## src/rtl/uart_boot_loader.sv

```systemverilog
// UART boot loader: receives an A5-framed image over 8N1 serial and writes it word by word into IMEM.
// Define BOOT_CHECKSUM_EN to require a trailing XOR checksum byte before the core is released.
`timescale 1ns/1ps
module uart_boot_loader #(
    parameter int CLK_HZ     = 50_000_000,
    parameter int BAUD       = 115_200,
    parameter int IMEM_WORDS = 1024
) (
    input  logic        clk,
    input  logic        rst_n,
    input  logic        uart_rx,
    output logic        imem_we,
    output logic [31:0] imem_addr,
    output logic [31:0] imem_wdata,
    output logic        cpu_rst,
    output logic        boot_done,
    output logic        boot_err
);
    localparam int DIV = CLK_HZ / BAUD;
    localparam int CW  = $clog2(DIV);
    localparam logic [CW-1:0] HALF_C = CW'(DIV / 2 - 1);
    localparam logic [CW-1:0] LAST_C = CW'(DIV - 1);
    localparam logic [31:0]   MAXW_C = 32'(IMEM_WORDS);

    typedef enum logic [1:0] {RX_IDLE, RX_START, RX_DATA, RX_STOP} rx_state_t;
`ifdef BOOT_CHECKSUM_EN
    typedef enum logic [2:0] {SYNC, LEN_LO, LEN_HI, DATA, CHECK, DONE, ERR} state_t;
`else
    typedef enum logic [2:0] {SYNC, LEN_LO, LEN_HI, DATA, DONE, ERR} state_t;
`endif

    logic            rx_meta_q, rx_sync_q, rx_prev_q;
    rx_state_t       rx_state_q, rx_state_d;
    logic [CW-1:0]   rx_cnt_q, rx_cnt_d;
    logic [2:0]      rx_bit_q, rx_bit_d;
    logic [7:0]      rx_shift_q, rx_shift_d;
    logic            byte_valid_s, frame_err_s;

    state_t          state_q, state_d;
    logic [15:0]     len_q, len_d, idx_q, idx_d;
    logic [15:0]     len_full_s;
    logic [1:0]      bcnt_q, bcnt_d;
    logic [23:0]     word_q, word_d;
    logic            we_q, we_d;
    logic [31:0]     addr_q, addr_d, wdata_q, wdata_d;
    logic            cpu_rst_q, done_q, err_q;
`ifdef BOOT_CHECKSUM_EN
    logic [7:0]      csum_q, csum_d;
`endif

    // Two-flop synchronizer plus previous sample for start-edge detection
    always_ff @(posedge clk or negedge rst_n) begin
        if (!rst_n) begin
            rx_meta_q <= 1'b1;
            rx_sync_q <= 1'b1;
            rx_prev_q <= 1'b1;
        end else begin
            rx_meta_q <= uart_rx;
            rx_sync_q <= rx_meta_q;
            rx_prev_q <= rx_sync_q;
        end
    end

    // Receiver state register
    always_ff @(posedge clk or negedge rst_n) begin
        if (!rst_n) begin
            rx_state_q <= RX_IDLE;
            rx_cnt_q   <= '0;
            rx_bit_q   <= 3'd0;
            rx_shift_q <= 8'd0;
        end else begin
            rx_state_q <= rx_state_d;
            rx_cnt_q   <= rx_cnt_d;
            rx_bit_q   <= rx_bit_d;
            rx_shift_q <= rx_shift_d;
        end
    end

    // Receiver next state: start recheck at half a bit, then one sample per bit period
    always_comb begin
        rx_state_d   = rx_state_q;
        rx_cnt_d     = rx_cnt_q + CW'(1);
        rx_bit_d     = rx_bit_q;
        rx_shift_d   = rx_shift_q;
        byte_valid_s = 1'b0;
        frame_err_s  = 1'b0;
        case (rx_state_q)
            RX_IDLE: begin
                rx_cnt_d = '0;
                if (rx_prev_q && !rx_sync_q) begin
                    rx_state_d = RX_START;
                end else begin
                    rx_state_d = RX_IDLE;
                end
            end
            RX_START: begin
                if (rx_cnt_q == HALF_C) begin
                    rx_cnt_d   = '0;
                    rx_bit_d   = 3'd0;
                    rx_state_d = rx_sync_q ? RX_IDLE : RX_DATA;
                end else begin
                    rx_state_d = RX_START;
                end
            end
            RX_DATA: begin
                if (rx_cnt_q == LAST_C) begin
                    rx_cnt_d   = '0;
                    rx_shift_d = {rx_sync_q, rx_shift_q[7:1]};
                    rx_bit_d   = rx_bit_q + 3'd1;
                    rx_state_d = (rx_bit_q == 3'd7) ? RX_STOP : RX_DATA;
                end else begin
                    rx_state_d = RX_DATA;
                end
            end
            RX_STOP: begin
                if (rx_cnt_q == LAST_C) begin
                    rx_cnt_d     = '0;
                    rx_state_d   = RX_IDLE;
                    byte_valid_s = rx_sync_q;
                    frame_err_s  = ~rx_sync_q;
                end else begin
                    rx_state_d = RX_STOP;
                end
            end
            default: rx_state_d = RX_IDLE;
        endcase
    end

    assign len_full_s = {rx_shift_q, len_q[7:0]};

    // Loader state and registered outputs
    always_ff @(posedge clk or negedge rst_n) begin
        if (!rst_n) begin
            state_q   <= SYNC;
            len_q     <= 16'd0;
            idx_q     <= 16'd0;
            bcnt_q    <= 2'd0;
            word_q    <= 24'd0;
            we_q      <= 1'b0;
            addr_q    <= 32'd0;
            wdata_q   <= 32'd0;
            cpu_rst_q <= 1'b1;
            done_q    <= 1'b0;
            err_q     <= 1'b0;
`ifdef BOOT_CHECKSUM_EN
            csum_q    <= 8'd0;
`endif
        end else begin
            state_q   <= state_d;
            len_q     <= len_d;
            idx_q     <= idx_d;
            bcnt_q    <= bcnt_d;
            word_q    <= word_d;
            we_q      <= we_d;
            addr_q    <= addr_d;
            wdata_q   <= wdata_d;
            cpu_rst_q <= (state_q != DONE);
            done_q    <= (state_q == DONE);
            err_q     <= (state_d == ERR);
`ifdef BOOT_CHECKSUM_EN
            csum_q    <= csum_d;
`endif
        end
    end

    // Loader next state: framing, length check, little-endian word assembly
    always_comb begin
        state_d = state_q;
        len_d   = len_q;
        idx_d   = idx_q;
        bcnt_d  = bcnt_q;
        word_d  = word_q;
        we_d    = 1'b0;
        addr_d  = addr_q;
        wdata_d = wdata_q;
`ifdef BOOT_CHECKSUM_EN
        csum_d  = csum_q;
`endif
        case (state_q)
            SYNC, ERR: begin
                if (byte_valid_s && rx_shift_q == 8'hA5) begin
                    state_d = LEN_LO;
                    idx_d   = 16'd0;
                    bcnt_d  = 2'd0;
`ifdef BOOT_CHECKSUM_EN
                    csum_d  = 8'd0;
`endif
                end else begin
                    state_d = state_q;
                end
            end
            LEN_LO: begin
                if (byte_valid_s) begin
                    len_d   = {8'd0, rx_shift_q};
                    state_d = LEN_HI;
                end else begin
                    state_d = LEN_LO;
                end
            end
            LEN_HI: begin
                if (byte_valid_s) begin
                    len_d = len_full_s;
                    if (len_full_s == 16'd0 || {16'd0, len_full_s} > MAXW_C) begin
                        state_d = ERR;
                    end else begin
                        state_d = DATA;
                    end
                end else begin
                    state_d = LEN_HI;
                end
            end
            DATA: begin
                if (byte_valid_s) begin
`ifdef BOOT_CHECKSUM_EN
                    csum_d = csum_q ^ rx_shift_q;
`endif
                    bcnt_d = bcnt_q + 2'd1;
                    word_d = {rx_shift_q, word_q[23:8]};
                    if (bcnt_q == 2'd3) begin
                        we_d    = 1'b1;
                        addr_d  = {14'd0, idx_q, 2'b00};
                        wdata_d = {rx_shift_q, word_q};
                        idx_d   = idx_q + 16'd1;
                        if (idx_q == len_q - 16'd1) begin
`ifdef BOOT_CHECKSUM_EN
                            state_d = CHECK;
`else
                            state_d = DONE;
`endif
                        end else begin
                            state_d = DATA;
                        end
                    end else begin
                        state_d = DATA;
                    end
                end else begin
                    state_d = DATA;
                end
            end
`ifdef BOOT_CHECKSUM_EN
            CHECK: begin
                if (byte_valid_s) begin
                    state_d = (rx_shift_q == csum_q) ? DONE : ERR;
                end else begin
                    state_d = CHECK;
                end
            end
`endif
            DONE:    state_d = DONE;
            default: state_d = SYNC;
        endcase
        // A bad stop bit aborts any load still in progress
        if (frame_err_s && state_q != DONE) begin
            state_d = ERR;
        end else begin
            state_d = state_d;
        end
    end

    assign imem_we    = we_q;
    assign imem_addr  = addr_q;
    assign imem_wdata = wdata_q;
    assign cpu_rst    = cpu_rst_q;
    assign boot_done  = done_q;
    assign boot_err   = err_q;
endmodule

```

## config.mk

```make
export PLATFORM = sky130hd
export DESIGN_NAME = uart_boot_loader
export DESIGN_NICKNAME = d
export VERILOG_FILES = /design/src/rtl/uart_boot_loader.sv
export SDC_FILE = /design/constraint.sdc
export NUM_CORES = 1
export LEC_CHECK = 0
export CAP_MARGIN = 0
export CELL_PAD_IN_SITES_DETAIL_PLACEMENT = 1
export CELL_PAD_IN_SITES_GLOBAL_PLACEMENT = 1
export CORE_MARGIN = 8
export CORE_UTILIZATION = 44
export CTS_CLUSTER_DIAMETER = 40
export DETAILED_ROUTE_END_ITERATION = 6
export PLACE_DENSITY_LB_ADDON = 0.1
export SETUP_SLACK_MARGIN = 0.5
export SLEW_MARGIN = 20
export SYNTH_ARGS = -nofsm -noshare
export SYNTH_HDL_FRONTEND = slang
export SYNTH_SLANG_ARGS = --single-unit
export TNS_END_PERCENT = 100
```

## constraint.sdc

```tcl
create_clock -name clk -period 2.6 [get_ports clk]
set_input_delay 0.26 -clock clk [delete_from_list [all_inputs] [get_ports clk]]
set_output_delay 0.26 -clock clk [all_outputs]
set_load 0.005 [all_outputs]
```

==> reports/results.ini <==
[outcome]
status=completed

[die]
dieArea_um2=18940
core.rowCount=44
core_um2=14480
die_y_um=137.6
fp.dieW_um=137.6
io-pin-count=71
initial_utilization=0.4494

[logic_synthesis]
ys_seq_area_frac=0.5314
synth_edf_count=0
avgSynthCellArea_um2=10.07
syn_area_um2=6507
ys_ff_latch=138
synth_cells=646
synthFlopType=dfrtp_1
yosys_warnings=0
synthArstFlopShare=1.000
synth_cell_type_count=61

[worst_setup_path]
r2r_setup_slack_ns=0.17
cp_data_arrival_time_ns=2.73
crit_chain=inv_2 > ha_4 > nand4b_1 > or4_4 > nor4_4 > buf_4 > o2111ai_2 > mux2_4
start_kind=flip-flop
crit_path_top_delay_cell=or4_4
max_stage_delay_ns=0.52
crit_required_ns=2.91
reg2reg_from=rx_cnt_q[1]
r2r-end=idx_q[14]
reg2reg_depth=8
critPathCaptureType=flip-flop
crit_buf_inv=2
path_class=reg2reg
crit_family=simple AND/OR/NAND/NOR gates
cp_max_fo=4

[grt]
grt_antenna_before_repair=0
grt_pass1_vias=5388
grt-ovfl-total=0
grt_util_all_layers=0.2002
grt_pass1_wl_um=29410
grt_max_degree=60

[pwr]
ir_worst_vdd_mv=0.4468
power_density_nw_per_um2=573.1
p_leak_nw=4.281

[sta]
fin_skew_ns=0.009729
worst_pin_slew_ns=0.5451
fmax_mhz=412.4
period_needed_ns=2.425
setup-tns-final_ns=0
hold_violations=0
fin_crit_sh=0.9327
setup_viol=0
max_slew_margin=0.6366
rsz0062_at_grt=yes
slew_violations=0
whs_ns=0.2434

[cells_and_area]
layout_commonest_cell=nand2_1
fin_nets=781
layout-drive-gt1-share=0.3040
syn2layout_area_growth_pct=37.69
diodes=0
layout_common_cells=nand2_1 (160), dfrtp_1 (127), buf_4 (57), clkdlybuf4s50_1 (53), mux2_4 (27)

[detailed_routing]
avgViaCountPerCell=5.386
ant_nets=0
drtIter0Drc=254
drt_wl_total_um=19650
route.vias.total=5208
wl_per_cell_um=20.32
drc=0
first_pass_iters=4

[min_path]
hp-class=in2reg
hold_depth=1
hold_path_end=rx_meta_q
hold_path_startpoint=uart_rx

[clock_network]
root_buffer=clkbuf_16
clk_pin_slew_ns=0.06
cts.sinks=138
cts_buffers=17
max-clock-path-buffers=2
clk_latency_ns=0.43
cts_tree=yes
h-tree-depth=4

[placed_design]
port_buffers=54
detailed_place_hpwl_um=11740
gp_congestion=0.8366

[job]
maxCapViolCount=0

==> registers in the layout, indices dropped and copies added (netlist names) <==
register and count:
imem_we 1, rx_sync_q 1, rx_meta_q 1, cpu_rst 1, word_q 24, imem_wdata 32
idx_q 16, rx_state_q 2, rx_cnt_q 9, state_q 3, imem_addr 16, boot_done 1
bcnt_q 2, boot_err 1, rx_prev_q 1, len_q 16, rx_shift_q 8, rx_bit_q 3
==> synth_stat cells (7+ instances only) <==
master | number | share of area
nand2_1 | 169 | 0.097
dfrtp_1 | 134 | 0.52
nor2_1 | 40 | 0.023
mux2_2 | 34 | 0.059
xnor2_1 | 23 | 0.031
xor2_1 | 22 | 0.030
buf_4 | 20 | 0.023
nand3_1 | 19 | 0.015
o21ai_0 | 17 | 0.013
clkbuf_1 | 14 | 0.0081
inv_1 | 12 | 0.0069
a21oi_1 | 11 | 0.0085
a22o_1 | 11 | 0.015
nor3_1 | 10 | 0.0077
buf_2 | 8 | 0.0062
ha_1 | 8 | 0.015
nand4_1 | 8 | 0.0077
and3_1 | 7 | 0.0067
==> final cells by class <==
cell class | instances | area, µm²
clock buffers | 21 | 460.4
clock inverters | 11 | 142.6
fillers | 1523 | 5519
inverters | 12 | 45.04
multi-input cells | 464 | 3257
flip-flops and latches | 138 | 3467
well taps | 184 | 230.2
repair buffers | 137 | 1358
==> cell families after synthesis <==
kind of cell,count (synthesis),synth area share
buf+inv,59,0.04980
other cells,1,0.0005763
xor+xnor,45,0.06056
simple gates,297,0.2125
compound gates,61,0.06537
mux,37,0.06441
fa+ha+maj,8,0.01538
flops,138,0.5314
==> through the flow <==
stage,cell area [µm²],setup slack (ns),instances,total power [mW],utilization
final,8960,0.1750,967,5.135,0.6188
after global routing,8960,0.1072,967,5.286,0.6188
after CTS,8521,0.3265,945,5.057,0.5885
after detailed placement,7385,0.1641,882,2.478,0.5100
after global placement,7385,0.2103,882,2.459,0.5100
after floorplan,6655,0.3309,661,2.394,-
==> power by group <==
| part | internal, mW | total [mW] | switching (mW) | leakage, nW |
|---|---|---|---|---|
| combinational | 0.197 | 0.410 | 0.213 | 2.09 |
| clock | 1.56 | 2.49 | 0.935 | 0.293 |
| sequential | 2.19 | 2.23 | 0.0398 | 1.89 |
| total | 3.95 | 5.14 | 1.19 | 4.28 |
==> metal layers <==
metal / GRT usage / up-vias / share of wire
met5: 0 / - / 0
met3: 0.03501 / 30 / 0.044
met1: 0.2494 / 2668 / 0.43
li1: - / 2392 / -
met2: 0.3415 / 118 / 0.51
met4: 0.07121 / 0 / 0.020
==> worst max path at each step <==
stage / start / end / slack, ns / depth (start not counted)
2_1_floorplan: rx_cnt_q[3] / idx_q[14] / 0.33 / 7
3_3_place_gp: rx_cnt_q[1] / idx_q[10] / 0.21 / 10
3_5_place_dp: rx_cnt_q[1] / idx_q[10] / 0.16 / 10
4_1_cts: rx_cnt_q[1] / idx_q[14] / 0.33 / 8
5_1_grt: rx_cnt_q[1] / idx_q[15] / 0.11 / 8
6_report: rx_cnt_q[1] / idx_q[14] / 0.17 / 8
==> timing repair <==
item,in CTS,in global routing
pin swaps,19,17
endpoints found under the setup margin,120,131
cloned,2,5
endpoints found under the hold margin,56,0
gates resized for setup,65,66
hold buffers,1,0
setup buffers,28,17
Power figures use the tool's default switching activity.
